--- src/rtl/rf_write_arbiter_if.sv ---
// Writeback/NI-to-register-file write-port bundle; master drives requests, slave drives the RF port.
// Registered outputs land one cycle after the request; the NI must hold ni_data while ni_ready is low.
interface rf_write_arbiter_if #(
    parameter int DEPTH = 4
);
    localparam int CW = $clog2(DEPTH) + 1;

    logic          core_we;
    logic [4:0]    core_waddr;
    logic [31:0]   core_wdata;
    logic          ni_valid;
    logic [31:0]   ni_data;
    logic          ni_ready;
    logic          rf_we;
    logic [4:0]    rf_waddr;
    logic [31:0]   rf_wdata;
    logic          ni_grant;
    logic          stall_o;
    logic [CW-1:0] fifo_count;
    logic          err_o;

    modport master (
        output core_we, core_waddr, core_wdata, ni_valid, ni_data,
        input  ni_ready, rf_we, rf_waddr, rf_wdata, ni_grant, stall_o, fifo_count, err_o
    );

    modport slave (
        input  core_we, core_waddr, core_wdata, ni_valid, ni_data,
        output ni_ready, rf_we, rf_waddr, rf_wdata, ni_grant, stall_o, fifo_count, err_o
    );
endinterface

--- src/rtl/rf_write_arbiter.sv ---
// Shares the RF write port: core writeback first, queued NI words drain into a rotating register window.
// One-cycle registered latency; NI backpressured via ni_ready when full, starved NI raises stall_o.
module rf_write_arbiter #(
    parameter int DEPTH        = 4,
    parameter int NI_FIRST     = 1,
    parameter int NI_LAST      = 7,
    parameter int STARVE_LIMIT = 8
) (
    input  logic              clk,
    input  logic              rst,
    rf_write_arbiter_if.slave bus
);
    localparam int AW = $clog2(DEPTH);
    localparam int CW = AW + 1;
    localparam int SW = $clog2(STARVE_LIMIT + 1);
    localparam logic [4:0]    FIRST = 5'(NI_FIRST);
    localparam logic [4:0]    LAST  = 5'(NI_LAST);
    localparam logic [CW-1:0] FULL  = CW'(DEPTH);
    localparam logic [SW-1:0] LIMIT = SW'(STARVE_LIMIT);

    logic [31:0]   mem_q [DEPTH];
    logic [31:0]   mem_d [DEPTH];
    logic [AW-1:0] wr_ptr_q, wr_ptr_d, rd_ptr_q, rd_ptr_d;
    logic [CW-1:0] count_q, count_d;
    logic          ni_ready_q, ni_ready_d;
    logic          rf_we_q, rf_we_d;
    logic [4:0]    rf_waddr_q, rf_waddr_d;
    logic [31:0]   rf_wdata_q, rf_wdata_d;
    logic          ni_grant_q, ni_grant_d;
    logic [4:0]    ni_ptr_q, ni_ptr_d;
    logic [SW-1:0] starve_q, starve_d;
    logic          stall_q, stall_d;
    logic          stall_prev_q, stall_prev_d;
    logic          err_q, err_d;
    logic          core_win, push, pop;

    always_comb begin
        core_win = bus.core_we && (bus.core_waddr != 5'd0);
        push     = bus.ni_valid && ni_ready_q;
        // Pop looks only at registered occupancy, so a word pushed this cycle cannot leave this cycle.
        pop      = !core_win && (count_q != '0);

        mem_d = mem_q;
        if (push) mem_d[wr_ptr_q] = bus.ni_data;
        wr_ptr_d = push ? wr_ptr_q + AW'(1) : wr_ptr_q;
        rd_ptr_d = pop  ? rd_ptr_q + AW'(1) : rd_ptr_q;

        count_d = count_q;
        if (push && !pop)      count_d = count_q + CW'(1);
        else if (pop && !push) count_d = count_q - CW'(1);
        ni_ready_d = (count_d < FULL);

        rf_we_d    = 1'b0;
        rf_waddr_d = rf_waddr_q;
        rf_wdata_d = rf_wdata_q;
        ni_grant_d = 1'b0;
        ni_ptr_d   = ni_ptr_q;
        if (core_win) begin
            rf_we_d    = 1'b1;
            rf_waddr_d = bus.core_waddr;
            rf_wdata_d = bus.core_wdata;
        end else if (pop) begin
            rf_we_d    = 1'b1;
            rf_waddr_d = ni_ptr_q;
            rf_wdata_d = mem_q[rd_ptr_q];
            ni_grant_d = 1'b1;
            ni_ptr_d   = (ni_ptr_q == LAST) ? FIRST : ni_ptr_q + 5'd1;
        end

        starve_d = starve_q;
        if (count_q == '0 || pop) starve_d = '0;
        else if (starve_q != LIMIT) starve_d = starve_q + SW'(1);

        // Stall drops one cycle after the NI write is visible on the RF port.
        stall_d = stall_q;
        if (ni_grant_q)              stall_d = 1'b0;
        else if (starve_d == LIMIT)  stall_d = 1'b1;
        stall_prev_d = stall_q;

        err_d = err_q | (bus.core_we && stall_q && stall_prev_q);
    end

    always_ff @(posedge clk) begin
        mem_q <= mem_d;
    end

    always_ff @(posedge clk) begin
        if (rst) begin
            wr_ptr_q     <= '0;
            rd_ptr_q     <= '0;
            count_q      <= '0;
            ni_ready_q   <= 1'b0;
            rf_we_q      <= 1'b0;
            rf_waddr_q   <= 5'd0;
            rf_wdata_q   <= 32'd0;
            ni_grant_q   <= 1'b0;
            ni_ptr_q     <= FIRST;
            starve_q     <= '0;
            stall_q      <= 1'b0;
            stall_prev_q <= 1'b0;
            err_q        <= 1'b0;
        end else begin
            wr_ptr_q     <= wr_ptr_d;
            rd_ptr_q     <= rd_ptr_d;
            count_q      <= count_d;
            ni_ready_q   <= ni_ready_d;
            rf_we_q      <= rf_we_d;
            rf_waddr_q   <= rf_waddr_d;
            rf_wdata_q   <= rf_wdata_d;
            ni_grant_q   <= ni_grant_d;
            ni_ptr_q     <= ni_ptr_d;
            starve_q     <= starve_d;
            stall_q      <= stall_d;
            stall_prev_q <= stall_prev_d;
            err_q        <= err_d;
        end
    end

    assign bus.ni_ready   = ni_ready_q;
    assign bus.rf_we      = rf_we_q;
    assign bus.rf_waddr   = rf_waddr_q;
    assign bus.rf_wdata   = rf_wdata_q;
    assign bus.ni_grant   = ni_grant_q;
    assign bus.stall_o    = stall_q;
    assign bus.fifo_count = count_q;
    assign bus.err_o      = err_q;
endmodule

--- src/flat_wrapper.sv ---
// flat-port wrapper written by rule: the top's interface ports become plain ports
module rf_write_arbiter_flat 
#(
    parameter int DEPTH        = 4,
    parameter int NI_FIRST     = 1,
    parameter int NI_LAST      = 7,
    parameter int STARVE_LIMIT = 8
)
  (clk, rst, bus_core_we, bus_core_waddr, bus_core_wdata, bus_ni_valid, bus_ni_data, bus_ni_ready, bus_rf_we, bus_rf_waddr, bus_rf_wdata, bus_ni_grant, bus_stall_o, bus_fifo_count, bus_err_o);
  rf_write_arbiter_if #(.DEPTH(DEPTH)) bus_i ();
  input  logic clk;
  input  logic rst;
  input wire logic [$bits(bus_i.core_we)-1:0] bus_core_we;
  input wire logic [$bits(bus_i.core_waddr)-1:0] bus_core_waddr;
  input wire logic [$bits(bus_i.core_wdata)-1:0] bus_core_wdata;
  input wire logic [$bits(bus_i.ni_valid)-1:0] bus_ni_valid;
  input wire logic [$bits(bus_i.ni_data)-1:0] bus_ni_data;
  output wire logic [$bits(bus_i.ni_ready)-1:0] bus_ni_ready;
  output wire logic [$bits(bus_i.rf_we)-1:0] bus_rf_we;
  output wire logic [$bits(bus_i.rf_waddr)-1:0] bus_rf_waddr;
  output wire logic [$bits(bus_i.rf_wdata)-1:0] bus_rf_wdata;
  output wire logic [$bits(bus_i.ni_grant)-1:0] bus_ni_grant;
  output wire logic [$bits(bus_i.stall_o)-1:0] bus_stall_o;
  output wire logic [$bits(bus_i.fifo_count)-1:0] bus_fifo_count;
  output wire logic [$bits(bus_i.err_o)-1:0] bus_err_o;
  assign bus_i.core_we = bus_core_we;
  assign bus_i.core_waddr = bus_core_waddr;
  assign bus_i.core_wdata = bus_core_wdata;
  assign bus_i.ni_valid = bus_ni_valid;
  assign bus_i.ni_data = bus_ni_data;
  assign bus_ni_ready = bus_i.ni_ready;
  assign bus_rf_we = bus_i.rf_we;
  assign bus_rf_waddr = bus_i.rf_waddr;
  assign bus_rf_wdata = bus_i.rf_wdata;
  assign bus_ni_grant = bus_i.ni_grant;
  assign bus_stall_o = bus_i.stall_o;
  assign bus_fifo_count = bus_i.fifo_count;
  assign bus_err_o = bus_i.err_o;
  rf_write_arbiter #(.DEPTH(DEPTH), .NI_FIRST(NI_FIRST), .NI_LAST(NI_LAST), .STARVE_LIMIT(STARVE_LIMIT)) u_core (.clk(clk), .rst(rst), .bus(bus_i));
endmodule
--- config.mk ---
export PLATFORM = sky130hd
export DESIGN_NAME = rf_write_arbiter_flat
export DESIGN_NICKNAME = d
export VERILOG_FILES = /design/src/rtl/rf_write_arbiter_if.sv /design/src/rtl/rf_write_arbiter.sv /design/src/flat_wrapper.sv
export SDC_FILE = /design/constraint.sdc
export NUM_CORES = 1
export LEC_CHECK = 0
export ABC_AREA = 1
export BUFFER_PORTS_ARGS = -buffer_cell sky130_fd_sc_hd__buf_4
export CORE_MARGIN = 2
export CORE_UTILIZATION = 64
export CTS_BUF_LIST = sky130_fd_sc_hd__clkbuf_8
export DETAILED_ROUTE_END_ITERATION = 16
export PLACE_DENSITY_LB_ADDON = 0.05
export SETUP_SLACK_MARGIN = 0.3
export SYNTH_ARGS = -nofsm -noshare
export SYNTH_HDL_FRONTEND = slang
export SYNTH_SLANG_ARGS = --single-unit
export TNS_END_PERCENT = 1
--- constraint.sdc ---
create_clock -name clk -period 4.8 [get_ports clk]
set_input_delay 0.48 -clock clk [delete_from_list [all_inputs] [get_ports clk]]
set_output_delay 0.48 -clock clk [all_outputs]
set_load 0.02 [all_outputs]
==> summary.txt <==
STA
  • Slew HR: 0.236
  • Period utilisation layout: 0.511
  • F_max: 408 MHz
  • # setup viols final: 0
  • RSZ-0062 raised after global routing: no
  • Final Max Tran Viols: 0
  • Setup TNS after final layout: 0 ns
  • Final Hold Vio Count: 0
  • Hold Slack: 0.226 ns
  • Final min period: 2.45 ns
  • Measured slew at the worst slew-check pin: 1.14 ns
  • Post-route clock skew: 0.00933 ns

Logic synthesis
  • Mapped Cells: 816
  • Primary flip-flop cell chosen by synthesis mapping: edfxtp_1
  • Net Count, Synth: 901
  • Number of synthesized flops with an enable pin: 128
  • Netlist cell types: 33
  • Syn avg cell area: 9.89 um^2
  • Sequential cell area fraction in the yosys report: 0.623
  • Yosys Warn Count: 0
  • Async set or reset register ratio after synthesis: 0
  • Synthesis-stage register bit count: 187
  • Synthesized cell area: 8070 um^2

Global routing
  • Initial antenna violation count: 0
  • Grt ovf: 0
  • Largest net degree at the start of global routing: 99
  • Number of global-route vias before repair: 5505
  • Total track usage: 0.258
  • First-pass GRT wire length: 26.4 mm

Clock network
  • CTS Root Cell: clkbuf_8
  • Max H-tree Level: 4
  • Clk buf depth: 2
  • Number of hold buffers added after CTS: 0
  • Worst-Skew Late Latency: 0.45 ns
  • Post-CTS sizing: 0
  • CTS tree: yes
  • Clock Sinks: 187
  • Worst-path clk slew: 0.09 ns
  • Post-CTS setup buffers: 0
  • Num CTS Buffers: 17

Finish
  • Most frequent cells in the layout: 227 x nand2_1, 128 x edfxtp_1, 118 x buf_4
  • Nets: 999
  • Commonest non-fill, non-tap cell in the layout: nand2_1
  • Post-Layout Inst Area: 9320 um^2
  • Diode count: 0
  • Share of cells above drive strength 1: 0.202
  • Layout area overhead: 15.5%
  • Filler cell count: 921

Power
  • Leakage: 4.05 nW
  • Pwr Total: 4.39 mW
  • Worst VDD drop: 0.232 mV
  • Pwr dens: 471 nW/um^2

Worst setup path
  • CP max FO: 98
  • Worst r2r dst: u_core.bus.rf_wdata[31]
  • Crit path launch: u_core.rd_ptr_q[0]
  • Crit Path Class: reg2reg
  • CP cell instances: inv_2 > nand2_1 > nand2_1 > nand2_1 > nand2_1 > nand2_1 > nand3_1 > nand2_1 > inv_1
  • Slowest stage delay, CP: 1.06 ns
  • R2r startpoint: u_core.rd_ptr_q[0]
  • Critical Path AT: 2.79 ns
  • Reg2reg path depth: 9
  • Critical path endpoint category: register
  • Worst R2R Setup Slack: 2.35 ns
  • Most frequent CP cell: nand2_1
  • Crit-path slowest cell: dfxtp_4
  • Kind of start point of the critical path: register
  • Worst Path Required: 5.14 ns

Drt
  • Routed len/inst: 15.5 um
  • Vias/cell: 5.34
  • Post-route DRC: 0
  • Post-route ant nets: 0
  • Total wire length: 17.0 mm
  • Vias: 5867
  • First-pass DRT Iterations: 5
  • 1st-iter DRT viols: 487

Place
  • DP HPWL: 10.5 mm
  • Post-placement cell area: 8910 um^2
  • RD Place Congestion: 0.778
  • I/O Buffers: 117

Floorplan
  • Ports: 118
  • Initial core utilization: 0.647
  • Die width: 116 um
  • Chip Height: 116 um
  • Core area: 12500 um^2
  • Num rows: 41
  • Die area: 13500 um^2

Hold path
  • Hold_sp: bus_ni_data[0]
  • Worst hold path class: in2reg
  • Worst hold stages: 1
  • Hold path endpoint: u_core.mem_q[32]

Outcome
  • Status: completed

Job
  • MaxCap Viol Count: 0
-- synthesized netlist by cell type, types with 2 or more instances --
| cell type | number | area [um^2] |
|---|---|---|
| clkbuf_1 | 3 | 11.3 |
| dfxtp_1 | 59 | 1180 |
| buf_2 | 18 | 90.1 |
| nor3_1 | 2 | 10.0 |
| nand3_2 | 2 | 20.0 |
| nand2_1 | 227 | 852 |
| nand3_1 | 74 | 370 |
| buf_4 | 3 | 22.5 |
| buf_6 | 11 | 124 |
| o211ai_1 | 9 | 67.6 |
| or2_2 | 7 | 43.8 |
| o211ai_2 | 14 | 175 |
| a21oi_1 | 26 | 130 |
| nand2_2 | 2 | 12.5 |
| inv_1 | 89 | 334 |
| buf_8 | 3 | 45.0 |
| o21ai_0 | 26 | 130 |
| nor2_1 | 64 | 240 |
| inv_2 | 6 | 22.5 |
| ha_1 | 12 | 150 |
| nand2_4 | 2 | 22.5 |
| nor2_2 | 2 | 12.5 |
| edfxtp_1 | 128 | 3840 |
| o21ai_1 | 18 | 90.1 |
-- through the flow --
step	util	std cells	worst slack, ns
global route	0.748	1098	2.12
floorplan	-	816	2.34
detailed placement	0.715	1067	2.27
CTS	0.748	1098	2.39
global placement	0.715	1067	2.36
finish	0.748	1098	2.35
-- worst max-delay path, delay by kind of cell, from the launching register on --
family	cells	cell delay [ns]
flip-flops	1	1.06
buffers and inverters	2	0.64
AND/OR/NAND/NOR	7	0.61
-- worst max path at each step --
stage          cells past startpoint  slack [ns]                      end
2_1_floorplan                      2        2.34          u_core.mem_q[0]
6_report                           9        2.35  u_core.bus.rf_wdata[31]
3_3_place_gp                      12        2.36                 register
3_5_place_dp                      12        2.27                 register
5_1_grt                            7        2.12  u_core.bus.rf_wdata[22]
4_1_cts                            9        2.39  u_core.bus.rf_wdata[31]
-- routing by layer --
metal	global-route usage	share of wire
met1	0.343	0.43
met2	0.427	0.49
met3	0.0586	0.064
met4	0.0825	0.013
met5	0	0
-- layout make-up --
cell class	count	area, um^2	share of cell area
Multi-Input combinational cell	494	2410	0.259
Sequential cell	187	5030	0.539
Timing Repair Buffer	118	886	0.0950
Tap cell	172	215	0.0231
Clock inverter	14	179	0.0192
Inverter	96	365	0.0392
Clock buffer	17	234	0.0251
-- power by group --
group,internal [mW],switching [mW],leakage [nW]
Clock,0.558,0.523,0.210
Combinational,0.432,0.798,2.20
Sequential,1.91,0.174,1.65
-- state kept, by name, summed over array words and instances (netlist names), named ones only --
| name | flops |
|---|---|
| u_core.bus.rf_we | 1 |
| u_core.wr_ptr_q | 2 |
| u_core.bus.ni_grant | 1 |
| u_core.bus.fifo_count | 2 |
| u_core.bus.rf_wdata | 32 |
| u_core.stall_prev_q | 1 |
| u_core.bus.stall_o | 1 |
| u_core.bus.rf_waddr | 5 |
| u_core.mem_q | 128 |
| u_core.bus.ni_ready | 1 |
| u_core.bus.err_o | 1 |
| u_core.ni_ptr_q | 5 |
| u_core.rd_ptr_q | 2 |
| u_core.starve_q | 4 |
-- cells by family (layout without fill, tap and decap cells) --
kind of cell    Yosys count  count (layout)  share of synthesized area
xor+xnor                  2               2                    0.00217
fa+ha+maj                12              12                     0.0186
buf+inv                 135             245                     0.0820
flops                   187             187                      0.623
compound gates           96              96                     0.0767
simple gates            384             384                      0.198
No activity file was read; power rests on OpenSTA's default activity.
